[config.mk]
export PLATFORM = sky130hd
export DESIGN_NAME = ahb_master_arbiter_flat
export DESIGN_NICKNAME = d
export VERILOG_FILES = /design/src/rtl/ahb_pkg.sv /design/src/rtl/ahb_master_arbiter_if.sv /design/src/rtl/ahb_rr_picker.sv /design/src/rtl/ahb_master_arbiter.sv /design/src/flat_wrapper.sv
export SDC_FILE = /design/constraint.sdc
export NUM_CORES = 1
export LEC_CHECK = 0
export ABC_AREA = 1
export CORE_AREA = 2 2 121 123
export CTS_BUF_LIST = sky130_fd_sc_hd__clkbuf_4
export DETAILED_ROUTE_END_ITERATION = 10
export DIE_AREA = 0 0 123 125
export DONT_BUFFER_PORTS = 1
export MAX_ROUTING_LAYER = met4
export PLACE_DENSITY = 0.3
export SYNTH_ARGS = -nofsm -noshare
export SYNTH_HDL_FRONTEND = slang
export SYNTH_HIERARCHICAL = 1
export SYNTH_SLANG_ARGS = --single-unit
[constraint.sdc]
create_clock -name HCLK -period 2.19 [get_ports HCLK]
set_input_delay 0.438 -clock HCLK [delete_from_list [all_inputs] [get_ports HCLK]]
set_output_delay 0.438 -clock HCLK [all_outputs]
set_load 0.02 [all_outputs]
[src/rtl/ahb_pkg.sv]
// Shared AHB encodings and the burst-length lookup used by the arbiter.
package ahb_pkg;

    typedef enum logic [1:0] {
        HTRANS_IDLE   = 2'b00,
        HTRANS_BUSY   = 2'b01,
        HTRANS_NONSEQ = 2'b10,
        HTRANS_SEQ    = 2'b11
    } htrans_t;

    typedef enum logic [2:0] {
        HBURST_SINGLE = 3'b000,
        HBURST_INCR   = 3'b001,
        HBURST_WRAP4  = 3'b010,
        HBURST_INCR4  = 3'b011,
        HBURST_WRAP8  = 3'b100,
        HBURST_INCR8  = 3'b101,
        HBURST_WRAP16 = 3'b110,
        HBURST_INCR16 = 3'b111
    } hburst_t;

    typedef enum logic [1:0] {
        HRESP_OKAY  = 2'b00,
        HRESP_ERROR = 2'b01,
        HRESP_RETRY = 2'b10,
        HRESP_SPLIT = 2'b11
    } hresp_t;

    localparam int BEAT_CNT_W = 5;

    // Number of beats in a fixed-length burst; INCR reports 1 so the
    // beat counter loads 0 and the open-burst flag takes over.
    function automatic logic [BEAT_CNT_W-1:0] burst_len(input hburst_t hburst);
        case (hburst)
            HBURST_WRAP4,  HBURST_INCR4:  burst_len = 5'd4;
            HBURST_WRAP8,  HBURST_INCR8:  burst_len = 5'd8;
            HBURST_WRAP16, HBURST_INCR16: burst_len = 5'd16;
            default:                      burst_len = 5'd1;
        endcase
    endfunction

endpackage

[src/rtl/ahb_master_arbiter_if.sv]
// Bus bundle between the requesting masters, the arbiter and the
// interconnect master port. 'slave' is the arbiter's view; 'master' is the
// view of everything around it (masters plus interconnect).
interface ahb_master_arbiter_if #(
    parameter int MASTER_NUM         = 2,
    parameter int C_S_AHB_DATA_WIDTH = 32,
    parameter int C_S_AHB_ADDR_WIDTH = 32
);
    localparam int AW = C_S_AHB_ADDR_WIDTH;
    localparam int DW = C_S_AHB_DATA_WIDTH;

    logic [MASTER_NUM-1:0]    MX_HBUSREQ;
    logic [MASTER_NUM-1:0]    MX_HLOCK;
    logic [MASTER_NUM-1:0]    MX_HGRANT;
    logic [1:0]               MX_HMASTER;
    logic [MASTER_NUM*AW-1:0] MX_HADDR;
    logic [MASTER_NUM*2-1:0]  MX_HTRANS;
    logic [MASTER_NUM-1:0]    MX_HWRITE;
    logic [MASTER_NUM*3-1:0]  MX_HSIZE;
    logic [MASTER_NUM*3-1:0]  MX_HBURST;
    logic [MASTER_NUM*4-1:0]  MX_HPORT;
    logic [MASTER_NUM*DW-1:0] MX_HWDATA;
    logic [DW-1:0]            MX_HRDATA;
    logic                     MX_HREADY;
    logic [1:0]               MX_HRESP;

    logic [AW-1:0]            M_HADDR;
    logic [1:0]               M_HTRANS;
    logic                     M_HWRITE;
    logic [2:0]               M_HSIZE;
    logic [2:0]               M_HBURST;
    logic [3:0]               M_HPORT;
    logic [DW-1:0]            M_HWDATA;
    logic [DW-1:0]            M_HRDATA;
    logic [1:0]               S2M_HRESP;
    logic                     S2M_HREAD_o;

    modport slave (
        input  MX_HBUSREQ, MX_HLOCK, MX_HADDR, MX_HTRANS, MX_HWRITE, MX_HSIZE,
               MX_HBURST, MX_HPORT, MX_HWDATA, M_HRDATA, S2M_HRESP, S2M_HREAD_o,
        output MX_HGRANT, MX_HMASTER, MX_HRDATA, MX_HREADY, MX_HRESP,
               M_HADDR, M_HTRANS, M_HWRITE, M_HSIZE, M_HBURST, M_HPORT, M_HWDATA
    );

    modport master (
        output MX_HBUSREQ, MX_HLOCK, MX_HADDR, MX_HTRANS, MX_HWRITE, MX_HSIZE,
               MX_HBURST, MX_HPORT, MX_HWDATA, M_HRDATA, S2M_HRESP, S2M_HREAD_o,
        input  MX_HGRANT, MX_HMASTER, MX_HRDATA, MX_HREADY, MX_HRESP,
               M_HADDR, M_HTRANS, M_HWRITE, M_HSIZE, M_HBURST, M_HPORT, M_HWDATA
    );

endinterface

[src/rtl/ahb_rr_picker.sv]
// Combinational round-robin selector: first requester above ptr, wrapping
// around to index 0 and finally ptr itself.
module ahb_rr_picker #(
    parameter int MASTER_NUM = 2
) (
    input  logic [MASTER_NUM-1:0] req,
    input  logic [1:0]            ptr,
    output logic [MASTER_NUM-1:0] gnt,
    output logic                  valid
);

    // Two passes: indices above the pointer first, then the wrapped part.
    always_comb begin
        gnt   = '0;
        valid = 1'b0;
        for (int j = 0; j < MASTER_NUM; j++) begin
            if (!valid && req[j] && (2'(j) > ptr)) begin
                gnt[j] = 1'b1;
                valid  = 1'b1;
            end
        end
        for (int j = 0; j < MASTER_NUM; j++) begin
            if (!valid && req[j] && (2'(j) <= ptr)) begin
                gnt[j] = 1'b1;
                valid  = 1'b1;
            end
        end
    end

endmodule

[src/rtl/ahb_master_arbiter.sv]
// Round-robin AHB arbiter and address/write-data mux for several masters
// sharing one interconnect master port.
//
// Grant FSM (state is the one-hot grant vector)
//   state          | meaning
//   grant[i] = 1   | master i owns the next address phase once HREADY is high
//   grant = DEFAULT| nobody requesting, bus parked on DEFAULT_MASTER
module ahb_master_arbiter
    import ahb_pkg::*;
#(
    parameter int MASTER_NUM         = 2,
    parameter int C_S_AHB_DATA_WIDTH = 32,
    parameter int C_S_AHB_ADDR_WIDTH = 32,
    parameter int DEFAULT_MASTER     = 0
) (
    input  logic                 HCLK,
    input  logic                 H_nREST,
    ahb_master_arbiter_if.slave  bus
);

    localparam int AW = C_S_AHB_ADDR_WIDTH;
    localparam int DW = C_S_AHB_DATA_WIDTH;
    localparam logic [1:0] DEF_IDX = 2'(DEFAULT_MASTER);
    localparam logic [MASTER_NUM-1:0] DEF_GRANT =
        {{(MASTER_NUM-1){1'b0}}, 1'b1} << DEFAULT_MASTER;

    logic [MASTER_NUM-1:0]   grant_q, grant_d, pick_gnt;
    logic                    pick_valid;
    logic [1:0]              hmaster_q, downer_q, ptr_q, ptr_d, grant_idx, pick_idx;
    logic [BEAT_CNT_W-1:0]   cnt_q, cnt_d;
    logic                    open_q, open_d, lock_q, lock_d, rearb;

    logic [AW-1:0]           o_addr;
    htrans_t                 o_trans;
    hburst_t                 o_burst;
    logic                    o_write, o_lock;
    logic [2:0]              o_size;
    logic [3:0]              o_port;
    logic [DW-1:0]           o_wdata;

    // Select address-phase signals of the owner and write data of the data-phase owner.
    always_comb begin
        o_addr  = '0;
        o_trans = HTRANS_IDLE;
        o_burst = HBURST_SINGLE;
        o_write = 1'b0;
        o_lock  = 1'b0;
        o_size  = '0;
        o_port  = '0;
        o_wdata = '0;
        for (int i = 0; i < MASTER_NUM; i++) begin
            if (hmaster_q == 2'(i)) begin
                o_addr  = bus.MX_HADDR[i*AW +: AW];
                o_trans = htrans_t'(bus.MX_HTRANS[i*2 +: 2]);
                o_burst = hburst_t'(bus.MX_HBURST[i*3 +: 3]);
                o_write = bus.MX_HWRITE[i];
                o_lock  = bus.MX_HLOCK[i];
                o_size  = bus.MX_HSIZE[i*3 +: 3];
                o_port  = bus.MX_HPORT[i*4 +: 4];
            end
            if (downer_q == 2'(i)) begin
                o_wdata = bus.MX_HWDATA[i*DW +: DW];
            end
        end
    end

    // Encode the current grant and the picker result as master indices.
    always_comb begin
        grant_idx = DEF_IDX;
        pick_idx  = DEF_IDX;
        for (int i = 0; i < MASTER_NUM; i++) begin
            if (grant_q[i])  grant_idx = 2'(i);
            if (pick_gnt[i]) pick_idx  = 2'(i);
        end
    end

    // Track beats left in the owner's burst and decide whether this edge may re-arbitrate.
    always_comb begin
        cnt_d  = cnt_q;
        open_d = open_q;
        lock_d = lock_q;
        rearb  = 1'b0;
        if (bus.S2M_HREAD_o) begin
            case (o_trans)
                HTRANS_NONSEQ: begin
                    cnt_d  = burst_len(o_burst) - 5'd1;
                    open_d = (o_burst == HBURST_INCR);
                    lock_d = o_lock;
                end
                HTRANS_SEQ:  if (cnt_q != '0) cnt_d = cnt_q - 5'd1;
                HTRANS_IDLE: open_d = 1'b0;
                default:     ;
            endcase
            if (bus.S2M_HRESP == HRESP_ERROR) begin
                cnt_d  = '0;
                open_d = 1'b0;
            end
            // Lock is judged on the value that takes effect with this beat so a
            // locked sequence starting from an unlocked bus is never split.
            rearb = !lock_d &&
                    ((o_trans == HTRANS_IDLE) ||
                     (((o_trans == HTRANS_NONSEQ) || (o_trans == HTRANS_SEQ)) &&
                      (cnt_d == '0) && !open_d) ||
                     (bus.S2M_HRESP == HRESP_ERROR));
        end
    end

    ahb_rr_picker #(.MASTER_NUM(MASTER_NUM)) u_picker (
        .req   (bus.MX_HBUSREQ),
        .ptr   (ptr_q),
        .gnt   (pick_gnt),
        .valid (pick_valid)
    );

    // Grant FSM next state: move at a re-arbitration point, park when idle.
    always_comb begin
        grant_d = grant_q;
        ptr_d   = ptr_q;
        if (rearb) begin
            if (pick_valid) begin
                grant_d = pick_gnt;
                ptr_d   = pick_idx;
            end else begin
                grant_d = DEF_GRANT;
            end
        end
    end

    // State registers; ownership pipeline advances only on HREADY.
    always_ff @(posedge HCLK or negedge H_nREST) begin
        if (!H_nREST) begin
            grant_q   <= DEF_GRANT;
            hmaster_q <= DEF_IDX;
            downer_q  <= DEF_IDX;
            ptr_q     <= DEF_IDX;
            cnt_q     <= '0;
            open_q    <= 1'b0;
            lock_q    <= 1'b0;
        end else begin
            grant_q <= grant_d;
            ptr_q   <= ptr_d;
            cnt_q   <= cnt_d;
            open_q  <= open_d;
            lock_q  <= lock_d;
            if (bus.S2M_HREAD_o) begin
                hmaster_q <= grant_idx;
                downer_q  <= hmaster_q;
            end
        end
    end

    assign bus.MX_HGRANT  = grant_q;
    assign bus.MX_HMASTER = hmaster_q;
    assign bus.MX_HRDATA  = bus.M_HRDATA;
    assign bus.MX_HREADY  = bus.S2M_HREAD_o;
    assign bus.MX_HRESP   = bus.S2M_HRESP;
    assign bus.M_HADDR    = o_addr;
    assign bus.M_HTRANS   = o_trans;
    assign bus.M_HWRITE   = o_write;
    assign bus.M_HSIZE    = o_size;
    assign bus.M_HBURST   = o_burst;
    assign bus.M_HPORT    = o_port;
    assign bus.M_HWDATA   = o_wdata;

endmodule

[src/flat_wrapper.sv]
// flat-port wrapper written by rule: the top's interface ports become plain ports
module ahb_master_arbiter_flat import ahb_pkg::*;
#(
    parameter int MASTER_NUM         = 2,
    parameter int C_S_AHB_DATA_WIDTH = 32,
    parameter int C_S_AHB_ADDR_WIDTH = 32,
    parameter int DEFAULT_MASTER     = 0
)
  (HCLK, H_nREST, bus_MX_HBUSREQ, bus_MX_HLOCK, bus_MX_HADDR, bus_MX_HTRANS, bus_MX_HWRITE, bus_MX_HSIZE, bus_MX_HBURST, bus_MX_HPORT, bus_MX_HWDATA, bus_M_HRDATA, bus_S2M_HRESP, bus_S2M_HREAD_o, bus_MX_HGRANT, bus_MX_HMASTER, bus_MX_HRDATA, bus_MX_HREADY, bus_MX_HRESP, bus_M_HADDR, bus_M_HTRANS, bus_M_HWRITE, bus_M_HSIZE, bus_M_HBURST, bus_M_HPORT, bus_M_HWDATA);
  ahb_master_arbiter_if #(.MASTER_NUM(MASTER_NUM), .C_S_AHB_DATA_WIDTH(C_S_AHB_DATA_WIDTH), .C_S_AHB_ADDR_WIDTH(C_S_AHB_ADDR_WIDTH)) bus_i ();
  input  logic HCLK;
  input  logic H_nREST;
  input wire logic [$bits(bus_i.MX_HBUSREQ)-1:0] bus_MX_HBUSREQ;
  input wire logic [$bits(bus_i.MX_HLOCK)-1:0] bus_MX_HLOCK;
  input wire logic [$bits(bus_i.MX_HADDR)-1:0] bus_MX_HADDR;
  input wire logic [$bits(bus_i.MX_HTRANS)-1:0] bus_MX_HTRANS;
  input wire logic [$bits(bus_i.MX_HWRITE)-1:0] bus_MX_HWRITE;
  input wire logic [$bits(bus_i.MX_HSIZE)-1:0] bus_MX_HSIZE;
  input wire logic [$bits(bus_i.MX_HBURST)-1:0] bus_MX_HBURST;
  input wire logic [$bits(bus_i.MX_HPORT)-1:0] bus_MX_HPORT;
  input wire logic [$bits(bus_i.MX_HWDATA)-1:0] bus_MX_HWDATA;
  input wire logic [$bits(bus_i.M_HRDATA)-1:0] bus_M_HRDATA;
  input wire logic [$bits(bus_i.S2M_HRESP)-1:0] bus_S2M_HRESP;
  input wire logic [$bits(bus_i.S2M_HREAD_o)-1:0] bus_S2M_HREAD_o;
  output wire logic [$bits(bus_i.MX_HGRANT)-1:0] bus_MX_HGRANT;
  output wire logic [$bits(bus_i.MX_HMASTER)-1:0] bus_MX_HMASTER;
  output wire logic [$bits(bus_i.MX_HRDATA)-1:0] bus_MX_HRDATA;
  output wire logic [$bits(bus_i.MX_HREADY)-1:0] bus_MX_HREADY;
  output wire logic [$bits(bus_i.MX_HRESP)-1:0] bus_MX_HRESP;
  output wire logic [$bits(bus_i.M_HADDR)-1:0] bus_M_HADDR;
  output wire logic [$bits(bus_i.M_HTRANS)-1:0] bus_M_HTRANS;
  output wire logic [$bits(bus_i.M_HWRITE)-1:0] bus_M_HWRITE;
  output wire logic [$bits(bus_i.M_HSIZE)-1:0] bus_M_HSIZE;
  output wire logic [$bits(bus_i.M_HBURST)-1:0] bus_M_HBURST;
  output wire logic [$bits(bus_i.M_HPORT)-1:0] bus_M_HPORT;
  output wire logic [$bits(bus_i.M_HWDATA)-1:0] bus_M_HWDATA;
  assign bus_i.MX_HBUSREQ = bus_MX_HBUSREQ;
  assign bus_i.MX_HLOCK = bus_MX_HLOCK;
  assign bus_i.MX_HADDR = bus_MX_HADDR;
  assign bus_i.MX_HTRANS = bus_MX_HTRANS;
  assign bus_i.MX_HWRITE = bus_MX_HWRITE;
  assign bus_i.MX_HSIZE = bus_MX_HSIZE;
  assign bus_i.MX_HBURST = bus_MX_HBURST;
  assign bus_i.MX_HPORT = bus_MX_HPORT;
  assign bus_i.MX_HWDATA = bus_MX_HWDATA;
  assign bus_i.M_HRDATA = bus_M_HRDATA;
  assign bus_i.S2M_HRESP = bus_S2M_HRESP;
  assign bus_i.S2M_HREAD_o = bus_S2M_HREAD_o;
  assign bus_MX_HGRANT = bus_i.MX_HGRANT;
  assign bus_MX_HMASTER = bus_i.MX_HMASTER;
  assign bus_MX_HRDATA = bus_i.MX_HRDATA;
  assign bus_MX_HREADY = bus_i.MX_HREADY;
  assign bus_MX_HRESP = bus_i.MX_HRESP;
  assign bus_M_HADDR = bus_i.M_HADDR;
  assign bus_M_HTRANS = bus_i.M_HTRANS;
  assign bus_M_HWRITE = bus_i.M_HWRITE;
  assign bus_M_HSIZE = bus_i.M_HSIZE;
  assign bus_M_HBURST = bus_i.M_HBURST;
  assign bus_M_HPORT = bus_i.M_HPORT;
  assign bus_M_HWDATA = bus_i.M_HWDATA;
  ahb_master_arbiter #(.MASTER_NUM(MASTER_NUM), .C_S_AHB_DATA_WIDTH(C_S_AHB_DATA_WIDTH), .C_S_AHB_ADDR_WIDTH(C_S_AHB_ADDR_WIDTH), .DEFAULT_MASTER(DEFAULT_MASTER)) u_core (.HCLK(HCLK), .H_nREST(H_nREST), .bus(bus_i));
endmodule
After elaboration in Yosys (flattened, before gate mapping)
Index checks and enable logic that the tools add are counted.
{"block": "totals", "ff_bits": 15, "latchBits": 0, "ram_bits": 0, "romBits": 0, "elab_cells": 91, "mem_count": 0}
{"block": "classes", "n_addsub": 2, "mul": 0, "n_div": 0, "order_cmp": 4, "n_eq_ne": 12, "shifts": 0, "n_mux": 39, "n_bitwise": 0, "n_reduce_logical": 27}
{"operator": "2-to-1 mux 32 bit", "count": 4}
{"operator": "2-to-1 mux 5 bit", "count": 5}
{"operator": "2-to-1 mux 1 bit", "count": 18}
{"operator": "one-hot mux 5 bit (3 select lines)", "count": 1}
{"operator": "== test 3 bit (second input constant)", "count": 4}
{"operator": "2-to-1 mux 3 bit", "count": 4}
{"operator": "logical AND 1 bit", "count": 10}
{"operator": "one-hot mux 5 bit (2 select lines)", "count": 1}
{"operator": "subtractor 5 x 1 -> 5 bit (second input constant)", "count": 2}
{"operator": "2-to-1 mux 4 bit", "count": 2}
{"operator": "== test 2 x 1 -> 1 bit (second input constant)", "count": 3}
{"operator": "== test 3 x 2 -> 1 bit (second input constant)", "count": 2}
{"operator": "logical NOT 2 bit", "count": 3}
{"operator": "2-to-1 mux 2 bit", "count": 3}
{"operator": "OR reduction 2 bit", "count": 3}
{"operator": "logical NOT 1 bit", "count": 5}
{"operator": "logical NOT 5 bit", "count": 1}
{"operator": "nonzero test 5 bit", "count": 1}
{"operator": "== test 2 bit (second input constant)", "count": 2}
{"operator": "greater-than comparator 1 x 2 -> 1 bit (first input constant)", "count": 2}
{"operator": "<= comparator 1 x 2 -> 1 bit (first input constant)", "count": 2}
{"operator": "== test 3 x 1 -> 1 bit (second input constant)", "count": 1}
{"operator": "logical OR 1 bit", "count": 3}
{"operator": "one-hot mux 1 bit (2 select lines)", "count": 1}
{"operator": "AND reduction 2 bit", "count": 1}

Longest topological paths before layout
{"block": "logic_depth", "ltp_word": 20, "mapped_depth": 17, "ltp_nobuf": 16}

Cells and area by module
Netlist, hierarchy kept.
{"mod": "ahb_master_arbiter", "n_inst": 1, "cells_each": 432, "area_per_inst_um2": 2153.3, "seq_area_each_um2": 301.5}
{"mod": "ahb_rr_picker", "n_inst": 1, "cells_each": 7, "area_per_inst_um2": 30.0, "seq_area_each_um2": 0.0}

Worst setup path before layout
Ideal clock, no wire load.
{"block": "synth_timing", "path_kind": "reg2reg", "start": "reg u_core.hmaster_q[0] (netlist: u_core/bus.MX_HMASTER[0])", "end": "reg u_core.grant_q[1] (netlist: u_core/bus.MX_HGRANT[1])", "arrival_ns": 1.633, "required_time_ns": 2.070, "setup_slack_ns": 0.437, "path_stages_with_launch": 18, "n_path_buf": 2, "period_less_slack_ns": 1.753, "cell_sequence": "dfrtp_1 > buf_6 > inv_6 > buf_8 > nand2_2 > nand2_2 > nand2_1 > nor2_1 > nor2_1 > nand2_1 > nand2_1 > nand2_1 > nor2_1 > nand2_1 > nand2_2 > nand2_2 > nand2_1 > nand2_1"}
{"block": "synth_via", "elab_chain_len": 19}
{"item": "start: declaration", "line": "ahb_master_arbiter.sv:29", "rtl": "logic [1:0] hmaster_q, downer_q, ptr_q, ptr_d, grant_idx, pick_idx;"}
{"item": "start signal: assignment", "line": "ahb_master_arbiter.sv:146", "rtl": "hmaster_q <= grant_idx;"}
{"item": "logical NOT 2 bit", "line": "ahb_master_arbiter.sv:52", "rtl": "if (hmaster_q == 2'(i)) begin"}
{"item": "2-to-1 mux 3 bit", "line": "ahb_master_arbiter.sv:52"}
{"item": "2-to-1 mux 3 bit *", "line": "ahb_master_arbiter.sv:52"}
{"item": "net bus_M_HBURST[1]", "line": "flat_wrapper.sv:34", "rtl": "output wire logic [$bits(bus_i.M_HBURST)-1:0] bus_M_HBURST;"}
{"item": "== test 3 bit or == test 3 x 2 -> 1 bit (tied branches)", "line": "ahb_pkg.sv:34", "rtl": "case (hburst)"}
{"item": "OR reduction 2 bit", "line": "ahb_pkg.sv:34"}
{"item": "one-hot mux 5 bit (3 select lines)", "line": "ahb_pkg.sv:34"}
{"item": "2-to-1 mux 5 bit", "line": "ahb_master_arbiter.sv:84", "rtl": "case (o_trans)"}
{"item": "(+4 left out)"}
{"item": "2-to-1 mux 5 bit", "line": "ahb_master_arbiter.sv:83", "rtl": "if (bus.S2M_HREAD_o) begin"}
{"item": "logical NOT 5 bit", "line": "ahb_master_arbiter.sv:103", "rtl": "(cnt_d == '0) && !open_d) ||"}
{"item": "logical AND 1 bit", "line": "ahb_master_arbiter.sv:102", "rtl": "(((o_trans == HTRANS_NONSEQ) || (o_trans == HTRANS_SEQ)) &&"}
{"item": "logical AND 1 bit *", "line": "ahb_master_arbiter.sv:103"}
{"item": "logical OR 1 bit *", "line": "ahb_master_arbiter.sv:101", "rtl": "((o_trans == HTRANS_IDLE) ||"}
{"item": "logical OR 1 bit *", "line": "ahb_master_arbiter.sv:103"}
{"item": "logical AND 1 bit *", "line": "ahb_master_arbiter.sv:100", "rtl": "rearb = !lock_d &&"}
{"item": "2-to-1 mux 1 bit *", "line": "ahb_master_arbiter.sv:83"}
{"item": "end signal: assignment", "line": "ahb_master_arbiter.sv:140", "rtl": "grant_q <= grant_d;"}
{"item": "end: declaration", "line": "ahb_master_arbiter.sv:27", "rtl": "logic [MASTER_NUM-1:0] grant_q, grant_d, pick_gnt;"}
The timed path passes the listed nets; every way through them passes the cells marked *. The select of a mux whose other input is x is not followed.
A chain may end at the register's enable or synchronous reset.

Final worst setup path
{"block": "layout_timing", "start": "reg u_core.hmaster_q[0] (netlist: u_core/bus.MX_HMASTER[0])", "end": "out bus_M_HADDR[31]"}
{"block": "layout_via", "elab_chain_len": 3}
{"item": "logical NOT 2 bit", "line": "ahb_master_arbiter.sv:52"}
{"item": "2-to-1 mux 32 bit", "line": "ahb_master_arbiter.sv:52"}
{"item": "2-to-1 mux 32 bit *", "line": "ahb_master_arbiter.sv:52"}
{"item": "end: declaration", "line": "flat_wrapper.sv:30", "rtl": "output wire logic [$bits(bus_i.M_HADDR)-1:0] bus_M_HADDR;"}
Every way passes the cells marked *; elsewhere a longest branch is shown, timed or not.

==> results.py <==
metrics = {
    "routing": {
        "drt_pre_antenna_iters": 4,
        "mean_number_of_vias_per_cell": 4.07,
        "antenna_violating_nets_post_route": 0,
        "via_count": 2380,
        "drt-total-wl_um": 8350,
        "routedWlPerCell_um": 14.3,
        "detail_route.drc_violations": 0,
        "drtIter0Drc": 103,
    },
    "sta": {
        "final-setup-viol-count": 0,
        "final.setup.worst_slack_ns": 0.196,
        "tns_ns": 0,
        "hold_violations": 0,
        "worst_slew_pin_slew_ns": 0.608,
        "clock-skew-final_ns": 0.0161,
        "slew-limit-headroom_pct": 59.3,
        "finalCriticalPeriod_ns": 1.99,
        "clock.fmax_ghz": 0.502,
        "grt_setup_unrepaired": "no",
        "final.period_utilization_pct": 91.0,
        "timing_max_transition_violations_final": 0,
    },
    "grt": {
        "gr-usage-all-layers_pct": 10.3,
        "pin_count_of_the_biggest_net_entering_global_routing": 42,
        "grt_antenna_before_repair": 0,
        "via_count_of_the_first_global_routing_pass": 2124,
        "grt_first_pass_wirelength_um": 12000,
        "gr-total-overflow": 0,
    },
    "critical_path": {
        "cp-startpoint": "u_core/bus.MX_HMASTER[0]",
        "worstSetupStartpointType": "flip-flop",
        "crit_path_frequent_cell": "sky130_fd_sc_hd__nand2_1",
        "critical_path.reg2reg.endpoint": "u_core/ptr_q[0]",
        "cpMaxStageDelayCell": "sky130_fd_sc_hd__dfrtp_2",
        "worst-r2r-cell-count": 15,
        "worst-path-buf-inv": 2,
        "r2r_setup_slack_ns": 0.33,
        "criticalPathCategory": "flip-flop to output port",
        "critical_path.reg2reg.startpoint": "u_core/cnt_q[1]",
        "critPathArrivalTime_ns": 1.56,
        "worst_path_largest_cell_delay_ns": 0.51,
        "worstPathRequired_ns": 1.75,
        "cp_cell_sequence": "inv_6, buf_6, nand2_1, nand2_1",
        "path_max_fanout": 36,
        "timing.critical_path.to_type": "output port",
        "critical-path-top-delay-family": "flip-flops",
    },
    "die": {
        "chipWidth_um": 123,
        "design.portCount": 311,
        "core-area_um2": 14200,
        "floorplan.initialDensity_pct": 15.4,
        "core.rowCount": 44,
        "die_height_um": 125,
        "die_area_um2": 15400,
    },
    "cells_and_area": {
        "drive_gt1_share_pct": 8.23,
        "register_area_um2": 303,
        "multi_input_comb_area_um2": 1420,
        "area_growth_syn_to_layout_pct": -0.286,
        "num-fill-cells": 1687,
        "finish.net_count": 599,
        "diodes": 0,
    },
    "clock_tree": {
        "ctsLongestPathBuffers": 2,
        "clock_insertion_delay_at_the_later_pin_of_the_skew_report_ns": 0.28,
        "cts-buffers-inserted": 3,
        "clk_transition_reported_paths_ns": 0.09,
        "tritoncts_num_sinks": 12,
        "h_tree_lvl_count": 1,
        "post_cts.repair.setup_buffers": 0,
        "clk_root_buffer_cell": "sky130_fd_sc_hd__clkbuf_4",
        "cts_tree": "done",
    },
    "synth": {
        "yosys.area.top_type": "sky130_fd_sc_hd__nand2_1",
        "synth_compound_gate_area_share_pct": 4.30,
        "mappedNetlistArea_um2": 2180,
        "ys_ff_latch": 12,
        "synth_mux_area_share_pct": 0,
        "main_combinational_cell_family_by_area_after_synthesis": "simple AND/OR/NAND/NOR gates",
        "synthCells": 439,
        "netlist.area_leader.share_pct": 49.0,
        "post_synth_main_area_contributors": "sky130_fd_sc_hd__nand2_1 (49%), sky130_fd_sc_hd__dfrtp_1 (13%), sky130_fd_sc_hd__buf_4 (12%), sky130_fd_sc_hd__inv_1 (4.0%), sky130_fd_sc_hd__nand2_2 (3.4%)",
        "synthXorXnorAreaFrac_pct": 0.401,
        "synth-simple-area-share_pct": 59.0,
        "post_synth.cell_area_avg_um2": 4.97,
        "yosysSeqAreaShare_pct": 13.8,
        "ys_types": 25,
        "synthAdderAreaFrac_pct": 1.15,
        "synth_warnings": 6,
    },
    "placed_design": {
        "portBuffers": 0,
        "place_worst_setup_slack_ns": 0.249,
        "place_congestion": 0.766,
        "detailed_place_hpwl_um": 7230,
    },
    "hold_path": {
        "hold_end": "u_core/downer_q[0]",
        "holdPathStages": 1,
        "worst_hold_startpoint": "bus_S2M_HREAD_o",
        "timing.hold.worst.class": "input pin to flip-flop",
    },
    "run": {
        "timing.max_cap.violations": 0,
    },
    "power": {
        "power_density_nw_per_um2": 1280,
        "power_leakage_uw": 0.00128,
        "worst_ir_drop_vdd_uv": 241,
    },
    "status": {
        "run_status": "finished clean",
    },
}
==> layout make-up <==
class	count	share of cell area [%]
Multi-Input combinational cell	349	65.3
Sequential cell	12	13.9
Tap cell	184	10.6
Timing Repair Buffer	12	4.60
Inverter	24	4.37
Clock buffer	3	1.03
Clock inverter	1	0.172
==> cell usage after synthesis <==
| cell | instances |
|---|---|
| sky130_fd_sc_hd__inv_6 | 1 |
| sky130_fd_sc_hd__or2_1 | 1 |
| sky130_fd_sc_hd__o21ai_0 | 8 |
| sky130_fd_sc_hd__a21oi_1 | 2 |
| sky130_fd_sc_hd__nand2_2 | 12 |
| sky130_fd_sc_hd__nand3_1 | 7 |
| sky130_fd_sc_hd__conb_1 | 1 |
| sky130_fd_sc_hd__clkbuf_1 | 16 |
| sky130_fd_sc_hd__buf_4 | 36 |
| sky130_fd_sc_hd__nand4_1 | 3 |
| sky130_fd_sc_hd__dfrtp_1 | 11 |
| sky130_fd_sc_hd__dfstp_2 | 1 |
| sky130_fd_sc_hd__buf_6 | 2 |
| sky130_fd_sc_hd__a21oi_2 | 2 |
| sky130_fd_sc_hd__o21ai_2 | 1 |
| sky130_fd_sc_hd__buf_8 | 1 |
| sky130_fd_sc_hd__and2_1 | 1 |
| sky130_fd_sc_hd__inv_1 | 23 |
| sky130_fd_sc_hd__xnor2_1 | 1 |
| sky130_fd_sc_hd__nor3_1 | 1 |
| sky130_fd_sc_hd__nor2_1 | 19 |
| sky130_fd_sc_hd__nand2_1 | 285 |
| sky130_fd_sc_hd__a211oi_2 | 1 |
| sky130_fd_sc_hd__o21ai_1 | 1 |
| sky130_fd_sc_hd__ha_1 | 2 |
==> timing repair <==
action,CTS,global route
hold endpoints to repair,12,0
resized for setup,0,2
hold buffers,1,0
setup endpoints to repair,0,10
==> per-layer routing <==
layer | wire [um] | global-route usage [%] | vias up
met4 | 31 | 0.602 | 0
met3 | 748 | 3.38 | 4
met5 | 0 | - | -
li1 | - | - | 1194
met1 | 3230 | 11.8 | 1041
met2 | 4340 | 18.3 | 141
==> kinds of logic after synthesis <==
| logic type | count (synthesis) |
|---|---|
| AND/OR/NAND/NOR | 329 |
| buffers and inverters | 79 |
| AO/OA/AOI/OAI | 15 |
| flip-flops | 12 |
| adder cells (fa/ha/maj) | 2 |
| XOR/XNOR | 1 |
| other | 1 |
==> through the flow <==
step,hold slack [ns],instances,util (%),area (um2),power (uW)
3_3_place_gp,0.143,580,15.0,2130,2670
5_1_grt,0.246,585,15.3,2180,3080
6_report,0.257,585,15.3,2180,2780
4_1_cts,0.236,585,15.3,2170,2830
3_5_place_dp,0.143,580,15.0,2130,2660
2_1_floorplan,0.142,440,-,2190,2340
==> report_power, final <==
| part | internal [uW] | switching, uW |
|---|---|---|
| clock | 65.9 | 79.1 |
| combinational | 520 | 1670 |
| sequential | 316 | 128 |
| total | 903 | 1870 |
==> cells in the final DEF (no fill, tap or decap), types with 2 or more instances in the layout <==
cell | netlist | routed
sky130_fd_sc_hd__nand4_1 | 3 | 3
sky130_fd_sc_hd__nand3_1 | 7 | 7
sky130_fd_sc_hd__inv_1 | 23 | 23
sky130_fd_sc_hd__conb_1 | 1 | 2
sky130_fd_sc_hd__o21ai_0 | 8 | 8
sky130_fd_sc_hd__dfrtp_1 | 11 | 10
sky130_fd_sc_hd__clkbuf_4 | 0 | 3
sky130_fd_sc_hd__buf_6 | 2 | 2
sky130_fd_sc_hd__nand2_1 | 285 | 285
sky130_fd_sc_hd__nand2_2 | 12 | 12
sky130_fd_sc_hd__buf_4 | 36 | 9
sky130_fd_sc_hd__a21oi_1 | 2 | 2
sky130_fd_sc_hd__a21oi_2 | 2 | 2
sky130_fd_sc_hd__nor2_1 | 19 | 19
sky130_fd_sc_hd__ha_1 | 2 | 2
==> flip-flops by register name (all words and copies together) (netlist names) <==
name,flops
u_core/cnt_q,5
u_core/bus.MX_HGRANT,2
u_core/bus.MX_HMASTER,1
u_core/downer_q,1
u_core/lock_q,1
u_core/open_q,1
u_core/ptr_q,1
==> how the worst max path moves through the flow <==
stage	to	cells past startpoint
finish	bus_M_HADDR[31]	4
global route	u_core/ptr_q[0]	15
CTS	bus_M_HSIZE[1]	4
detailed placement	u_core/bus.MX_HGRANT[0]	12
global placement	u_core/bus.MX_HGRANT[1]	14
floorplan	u_core/bus.MX_HGRANT[1]	17
Note: power is estimated with default switching activity, not from simulation.
